--- src/rtl/snake_core.sv ---
// snake_core: parametrised snake engine (segment buffer, turns, wall/self hits, apple, pixel query); define SNAKE_WRAP_EN for wrapping walls
module snake_core #(
    parameter int GRID_W = 40,
    parameter int GRID_H = 30,
    parameter int XW = 7,
    parameter int YW = 6,
    parameter int MAX_LEN = 16,
    parameter int INIT_LEN = 3,
    parameter int SW = 8,
    localparam int LW = $clog2(MAX_LEN + 1)
) (
    input  logic          clk,
    input  logic          rst,
    input  logic          step,
    input  logic          run,
    input  logic          turn_left,
    input  logic          turn_right,
    input  logic [XW-1:0] apple_x,
    input  logic [YW-1:0] apple_y,
    input  logic [XW-1:0] query_x,
    input  logic [YW-1:0] query_y,
    output logic          is_snake,
    output logic          is_head,
    output logic          crash,
    output logic          suicide,
    output logic          apple_gen,
    output logic [LW-1:0] length,
    output logic [SW-1:0] score
);
    localparam logic [1:0] IDLE = 2'd0;
    localparam logic [1:0] RUN = 2'd1;
    localparam logic [1:0] DEAD = 2'd2;
    localparam logic [XW-1:0] HX = XW'(GRID_W / 2);
    localparam logic [YW-1:0] HY = YW'(GRID_H / 2);
    localparam logic [XW-1:0] XMAX = XW'(GRID_W - 1);
    localparam logic [YW-1:0] YMAX = YW'(GRID_H - 1);
    localparam logic [LW-1:0] INIT_L = LW'(INIT_LEN);
    localparam logic [LW-1:0] MAX_L = LW'(MAX_LEN);

    logic [1:0] state, dir, next_dir;
    logic turn_pend, turn_l, one_turn;
    logic [XW-1:0] seg_x [MAX_LEN];
    logic [YW-1:0] seg_y [MAX_LEN];
    logic [XW-1:0] nx;
    logic [YW-1:0] ny;
    logic [LW-1:0] chk_len;
    logic wall, eat, self_hit, hit_q, go, commit;

    assign one_turn = turn_left ^ turn_right;
    assign next_dir = !turn_pend ? dir : turn_l ? dir - 2'd1 : dir + 2'd1;
`ifdef SNAKE_WRAP_EN
    assign nx = next_dir == 2'd1 ? (seg_x[0] == XMAX ? '0 : seg_x[0] + XW'(1)) :
                next_dir == 2'd3 ? (seg_x[0] == '0 ? XMAX : seg_x[0] - XW'(1)) : seg_x[0];
    assign ny = next_dir == 2'd2 ? (seg_y[0] == YMAX ? '0 : seg_y[0] + YW'(1)) :
                next_dir == 2'd0 ? (seg_y[0] == '0 ? YMAX : seg_y[0] - YW'(1)) : seg_y[0];
    assign wall = 1'b0;
`else
    assign nx = next_dir == 2'd1 ? seg_x[0] + XW'(1) : next_dir == 2'd3 ? seg_x[0] - XW'(1) : seg_x[0];
    assign ny = next_dir == 2'd2 ? seg_y[0] + YW'(1) : next_dir == 2'd0 ? seg_y[0] - YW'(1) : seg_y[0];
    // stepping left/up from 0 wraps to a large unsigned value, so one upper bound covers both walls
    assign wall = nx > XMAX || ny > YMAX;
`endif
    assign eat = nx == apple_x && ny == apple_y;
    // the tail vacates unless the snake grows on this step
    assign chk_len = eat ? length : length - LW'(1);
    assign go = run && state == RUN && step;
    assign commit = go && !wall && !self_hit;

    // match the next head and the queried pixel against the live segments
    always_comb begin
        self_hit = 1'b0;
        hit_q = 1'b0;
        for (int i = 0; i < MAX_LEN; i++) begin
            if (LW'(i) < chk_len && seg_x[i] == nx && seg_y[i] == ny) self_hit = 1'b1;
            if (LW'(i) < length && seg_x[i] == query_x && seg_y[i] == query_y) hit_q = 1'b1;
        end
    end

    // game state, turn latch and body buffer; run low reloads the initial snake
    always_ff @(posedge clk or negedge rst) begin
        if (!rst) begin
            state <= IDLE;
            dir <= 2'd1;
            length <= INIT_L;
            turn_pend <= 1'b0;
            turn_l <= 1'b0;
            for (int i = 0; i < MAX_LEN; i++) begin
                seg_x[i] <= HX - XW'(i);
                seg_y[i] <= HY;
            end
        end else if (!run) begin
            state <= IDLE;
            dir <= 2'd1;
            length <= INIT_L;
            turn_pend <= 1'b0;
            turn_l <= 1'b0;
            for (int i = 0; i < MAX_LEN; i++) begin
                seg_x[i] <= HX - XW'(i);
                seg_y[i] <= HY;
            end
        end else begin
            if (state == IDLE) state <= RUN;
            if (state != RUN) begin
                turn_pend <= 1'b0;
            end else if (step || !turn_pend) begin
                turn_pend <= one_turn;
                turn_l <= turn_left;
            end
            if (go && (wall || self_hit)) state <= DEAD;
            if (commit) begin
                dir <= next_dir;
                for (int i = MAX_LEN - 1; i > 0; i--) begin
                    seg_x[i] <= seg_x[i-1];
                    seg_y[i] <= seg_y[i-1];
                end
                seg_x[0] <= nx;
                seg_y[0] <= ny;
                if (eat && length != MAX_L) length <= length + LW'(1);
            end
        end
    end

    // one-cycle event pulses and saturating score; wall wins over self hit
    always_ff @(posedge clk or negedge rst) begin
        if (!rst) begin
            crash <= 1'b0;
            suicide <= 1'b0;
            apple_gen <= 1'b0;
            score <= '0;
        end else begin
            crash <= go && wall;
            suicide <= go && !wall && self_hit;
            apple_gen <= commit && eat;
            if (commit && eat && score != '1) score <= score + SW'(1);
        end
    end

    // registered pixel query against the body as it stood at the sampling edge
    always_ff @(posedge clk or negedge rst) begin
        if (!rst) begin
            is_snake <= 1'b0;
            is_head <= 1'b0;
        end else begin
            is_snake <= hit_q;
            is_head <= seg_x[0] == query_x && seg_y[0] == query_y;
        end
    end
endmodule

--- config.mk ---
export PLATFORM = sky130hd
export DESIGN_NAME = snake_core
export DESIGN_NICKNAME = d
export VERILOG_FILES = /design/src/rtl/snake_core.sv
export SDC_FILE = /design/constraint.sdc
export NUM_CORES = 1
export LEC_CHECK = 0
export CAP_MARGIN = 20
export CORE_MARGIN = 1
export CORE_UTILIZATION = 58
export DETAILED_ROUTE_END_ITERATION = 12
export GPL_TIMING_DRIVEN = 0
export HOLD_SLACK_MARGIN = 0.08
export PLACE_DENSITY_LB_ADDON = 0.08
export REMOVE_ABC_BUFFERS = 1
export SYNTH_ARGS = -nofsm -noshare
export SYNTH_HDL_FRONTEND = slang
export SYNTH_SLANG_ARGS = --single-unit
export TNS_END_PERCENT = 50
--- constraint.sdc ---
create_clock -name clk -period 5.2 [get_ports clk]
set_clock_uncertainty 0.05 [all_clocks]
set_input_delay 1.56 -clock clk [delete_from_list [all_inputs] [get_ports clk]]
set_output_delay 1.56 -clock clk [all_outputs]
set_load 0.02 [all_outputs]
* Word-level counts from Yosys, hierarchy flattened *
Index checks and enable logic that the tools add are counted.

storage, ports and cells
  output and inout port bits = 18
  word-level logic and storage cells = 309
  register bits after elaboration = 232

operators by class
  bitwise logic cells = 1
  eq/ne operators = 79
  reductions and logical operators = 86
  mux-type cells = 57
  $lt $le $gt $ge = 34
  add/sub/neg operators = 9

operators by type and width
  kind                                                                          number
  7-bit == test                                                                 33
  112-bit two-way mux                                                           2
  6-bit == test                                                                 33
  96-bit two-way mux                                                            2
  4-bit by 5-bit less-than comparator with 1-bit output (first input constant)  16
  1-bit logical AND                                                             76
  3-bit by 5-bit less-than comparator with 1-bit output (first input constant)  8
  1-bit two-way mux                                                             38
  1-bit by 5-bit less-than comparator with 1-bit output (first input constant)  4
  2-bit by 5-bit less-than comparator with 1-bit output (first input constant)  4
  5-bit two-way mux                                                             4
  2-bit two-way mux                                                             7
  7-bit two-way mux                                                             2
  6-bit two-way mux                                                             2
  8-bit by 1-bit adder with 8-bit output (second input constant)                1
  2-bit by 1-bit inequality test with 1-bit output (second input constant)      4
  8-bit inequality test (second input constant)                                 1
  7-bit by 1-bit adder with 7-bit output (second input constant)                1
  7-bit by 6-bit > comparator with 1-bit output (second input constant)         1
  7-bit by 1-bit subtractor with 7-bit output (second input constant)           1
  6-bit by 1-bit adder with 6-bit output (second input constant)                1
  6-bit by 5-bit > comparator with 1-bit output (second input constant)         1
  3-bit by 1-bit inequality test with 1-bit output (second input constant)      2
  6-bit by 1-bit subtractor with 6-bit output (second input constant)           1
  other kinds (13)                                                              21

* Longest topological paths before layout *
  depth after elaboration = 32
  gate-level depth with buffers = 22
  depth with buffers taken out = 14

* Worst setup path before layout *
Ideal clock, no wire load.

  kind = register to register
  start = reg seg_x[105] (netlist name)
  end = reg score[2]
  clock period less this slack = 4969 ps
  buffers on the path = 7
  slack = 231 ps
  setup time = 128 ps
  data required time = 5022 ps
  stages on the path, launching flop included = 22
  arrival time = 4791 ps
  path through = dfrtp_1 > clkbuf_1 > buf_2 > buf_1 > inv_1 > ha_1 > xnor2_2 > xnor2_1 > o22ai_1 > a2111oi_0 > o2111a_1 > and4_1 > buf_4 > buf_6 > nand2_1 > a32oi_1 > a22oi_1 > a221o_1 > buf_2 > buf_2 > nor3_1 > mux2_1

between the ends
  word-level cells in the longest chain between the ends = 29
  elaborated cells on any way between the ends = 95
  classes of those cells = add/sub: 2; order compare: 17; eq/ne: 17; mux: 19; reduce/logical: 40

RTL lines
  element                                                RTL line  source
  start: declaration                                     42        logic [XW-1:0] seg_x [MAX_LEN];
  start signal: indexed assignment                       88        seg_x[i] <= HX - XW'(i);
  start signal: indexed assignment                       98        seg_x[i] <= HX - XW'(i);
  start signal: indexed assignment                       113       seg_x[i] <= seg_x[i-1];
  7-bit by 1-bit subtractor with 7-bit output            58        assign nx = next_dir == 2'd1 ? seg_x[0] + XW'(1) : next_dir == 2'd3 ? seg_x[0] - XW'(1) : seg_x[0];
  7-bit two-way mux (2 in series)                        58
  7-bit == test                                          63        assign eat = nx == apple_x && ny == apple_y;
  1-bit logical AND                                      63
  5-bit two-way mux                                      65        assign chk_len = eat ? length : length - LW'(1);
  1-bit by 5-bit less-than comparator with 1-bit output  74        if (LW'(i) < chk_len && seg_x[i] == nx && seg_y[i] == ny) self_hit = 1'b1;
  1-bit logical AND (2 in series)                        74
  1-bit two-way mux (16 in series)                       74
  1-bit zero test                                        67        assign commit = go && !wall && !self_hit;
  1-bit logical AND                                      67
  1-bit logical AND (*) (2 in series)                    134       if (commit && eat && score != '1) score <= score + SW'(1);
  end signal: assignment                                 134
  end: declaration                                       28        output logic [SW-1:0] score

Every way passes the cells marked *; elsewhere a longest branch is shown, timed or not.
A chain may end at the register's enable or synchronous reset.

* Worst setup path in the final report *
  start = in apple_y[0]
  end = reg seg_y[38] (netlist name)

between the ends
  word-level cells in the longest chain between the ends = 25
  elaborated cells on any way between the ends = 70
  classes of those cells = order compare: 16; eq/ne: 2; mux: 17; reduce/logical: 35

RTL lines
  element                                                                RTL line  source
  start: declaration                                                     19        input logic [YW-1:0] apple_y,
  6-bit == test (*)                                                      63
  1-bit logical AND (*)                                                  63
  5-bit two-way mux (*)                                                  65
  1-bit by 5-bit less-than comparator with 1-bit output                  74
  1-bit logical AND (2 in series)                                        74
  1-bit two-way mux (15 in series)                                       74
  1-bit two-way mux (*)                                                  74
  1-bit zero test (*)                                                    67
  1-bit logical AND (*)                                                  67
  2-bit by 1-bit inequality test with 1-bit output (no source line) (*)  --
  end signal: indexed assignment                                         114       seg_y[i] <= seg_y[i-1];
  end: declaration                                                       43        logic [YW-1:0] seg_y [MAX_LEN];

Marked as above.

==> flow_metrics.py <==
metrics = {
    "outcome": {
        "status": "complete, but fails checks",
        "failed_checks": "setup timing",
    },
    "route": {
        "avgRoutedWirePerCell_um": 29.7,
        "wirelength_um": 75900,
        "first_iter_violations": 2480,
        "dr.pass1.iters": 6,
        "post_drt_via_cell_ratio": 7.06,
        "vias": 18100,
        "wl_met2_um": 32800,
        "routed.top_layer": "met5",
        "wl_met1_um": 28000,
        "drc_errors": 0,
        "met3_length_um": 9470,
        "ant_nets": 0,
    },
    "setup_path": {
        "cp.buffers_inverters": 5,
        "crit_cells": 17,
        "worst_path_largest_cell_delay_ns": 0.42,
        "crit_arrival_ns": 5.70,
        "crit_required_ns": 5.65,
        "crit_path_end_kind": "flop",
        "critPathSlowestCell": "clkdlybuf4s50_1",
        "crit_path_max_fanout": 35,
        "r2r_cells": 18,
        "critPathLaunchType": "primary input",
        "cp_top_family": "compound AO/OA/AOI/OAI gates",
        "crit_chain": "clkdlybuf4s50_1, xnor2_1, a2111oi_2, a41oi_1, o21ai_1, o2111a_2, nand4_4, buf_6, buf_4, mux2i_1, a21bo_2, a32oi_4, nand4b_4, buf_12, or2_4, buf_16, a31oi_1",
        "setup.worst_path.class": "in -> reg",
    },
    "cells_and_area": {
        "area_growth_pct": 18.4,
        "num-nets-final": 2175,
        "layout-drive-gt1-share_pct": 17.8,
        "seq_area_mm2": 0.00597,
        "fin_util_pct": 69.9,
        "fillCellCount": 2447,
        "antennaDiodeCount": 0,
        "multiInputGateArea_mm2": 0.0116,
    },
    "placement": {
        "port-buffer-count": 49,
        "place_ws_ns": -2.88,
        "globalplace.congestion": 0.948,
        "hpwl_um": 45900,
    },
    "synth": {
        "syn_inst": 2135,
        "synth_ff_type": "dfrtp_1",
        "synth-seq-cells": 232,
        "async_flop_share_pct": 100,
        "ys_warn_count": 0,
        "ys_seq_area_share_pct": 31.8,
        "netlist.area_leader.share_pct": 17.2,
        "yosys.area.top_type": "dfrtp_1",
        "synth_area_mm2": 0.0186,
        "synth-edff-count": 0,
        "synth_area_leaders": "dfrtp_1, dfstp_2, xnor2_1",
        "postSynthAreaPerCell_um2": 8.73,
        "synth.most_common_cell": "xnor2_1",
        "synth_common_cells": "xnor2_1, inv_1, nor3_1",
        "ys_types": 96,
    },
    "timing": {
        "slew_headroom_pct": 22.9,
        "fin_crit_sh_pct": 101,
        "rsz0062_at_grt": "true",
        "setup-violations-final": 71,
        "fin_crit_ns": 5.25,
        "hold_viol": 0,
        "timing.setup.tns_ns": -1.48,
        "maxSlewViolCount": 0,
        "hold_slack_ns": 0.462,
        "tightest_slew_ns": 1.15,
        "finalWorstSetupSlack_ns": -0.0518,
        "fmax_ghz": 0.190,
    },
    "clock_network": {
        "clk_latency_ns": 0.58,
        "root_buffer": "clkbuf_16",
        "cts_buffers": 28,
        "path_clk_slew_ns": 0.06,
        "clockBufferDepth": 3,
        "cts_tree": "yes",
        "cts.sinks": 232,
        "h-tree-depth": 1,
    },
    "die": {
        "dieHeight_um": 181,
        "core.rowCount": 65,
        "ios": 50,
        "dieArea_mm2": 0.0329,
        "fp.coreArea_mm2": 0.0316,
        "start_util_pct": 59.1,
        "die_w_um": 181,
    },
    "global_route": {
        "grt_max_degree": 144,
        "grt_pass1_wl_um": 109000,
        "grt_pass1_vias": 17100,
        "gr-total-overflow": 0,
        "antenna_found_initial": 2,
        "grt.total_usage_pct": 44.0,
    },
    "worst_hold_path": {
        "whs_path_depth": 2,
        "hold_path.class": "reg -> reg",
    },
    "flow_run": {
        "maxCapViolCount": 0,
    },
    "power": {
        "power_uw": 5400,
        "p_leak_uw": 0.00893,
        "ir_worst_vdd_mv": 0.261,
        "power_density_mw_per_mm2": 245,
    },
}
==> layout make-up <==
type	instances	area share (%)
multi-input combinational	1504	52.7
sequential	232	27.0
clock inverter	10	0.686
clock buffer	42	3.83
tap	402	2.28
inverter	202	3.45
timing repair buffer	166	10.0
==> worst min-delay path, delay by kind of cell (launching register included) <==
kind / cells / cell delay, ns
buffers and inverters: 1 / 0.05
flip-flops: 1 / 0.38
AO/OA/AOI/OAI: 1 / 0.07
==> registers in the layout, summed over array words and instances, names as in the netlist, 2 cells and up <==
signal  cells
dir         2
length      5
score       8
seg_x     112
seg_y      96
state       2
==> routing by layer <==
metal	GRT usage [%]	vias up
li1	-	7554
met1	57.3	8768
met2	66.4	1396
met3	10.1	345
met4	26.5	4
met5	0	-
==> where the power goes <==
group          internal [µW]  switching [µW]  total [µW]
logic                    500             760        1260
registers               1870            93.7        1960
clock network           1310             865        2180
total                   3680            1720        5400
==> worst paths after layout <==
check / start / end / slack (ns)
setup / recovery: apple_y[0] / seg_y[38] / -0.05
hold / removal: seg_y[2] / seg_y[2] / 0.46
setup reg to reg: turn_pend / seg_y[38] / -0.04
hold reg to reg: seg_y[2] / seg_y[2] / 0.46
max in group asynchronous: rst / seg_x[19] / 2.96
min in group asynchronous: rst / seg_x[91] / 0.82
==> cells by family (layout without fill, tap and decap cells) <==
kind of cell / count (synthesis) / count (layout) / share of synthesized area, %
xor+xnor: 462 / 463 / 23.9
mux: 23 / 23 / 1.30
flops: 232 / 232 / 31.8
buf+inv: 407 / 420 / 9.58
simple gates: 486 / 491 / 14.4
compound gates: 516 / 518 / 18.4
fa+ha+maj: 9 / 9 / 0.604
==> stage by stage <==
step           area, µm²  instances
3_3_place_gp       18600       2381
6_report           22100       2558
2_1_floorplan      17600       1930
3_5_place_dp       19400       2416
5_1_grt            22100       2558
4_1_cts            21400       2524
==> cell usage in the layout, fill, tap and decap left out, types with 45 or more instances in the layout <==
cell type and instances:
dfstp_2 101, a31oi_1 113, nor2_1 53, buf_4 53, nor3_1 141, xor2_1 128, dfrtp_1 122, o211ai_1 114
o21ai_1 58, nand4_1 53, inv_1 196, nand2_1 64, clkdlybuf4s50_1 45, xnor2_1 292, o21ai_0 86
==> timing repair <==
action                     CTS  global route
gates resized for setup     71            57
buffers inserted            47            21
pin swaps                   22            20
gates cloned                 9            12
setup endpoints to repair  227           226
hold buffers                 0             0
No activity file was read; power rests on OpenSTA's default activity.
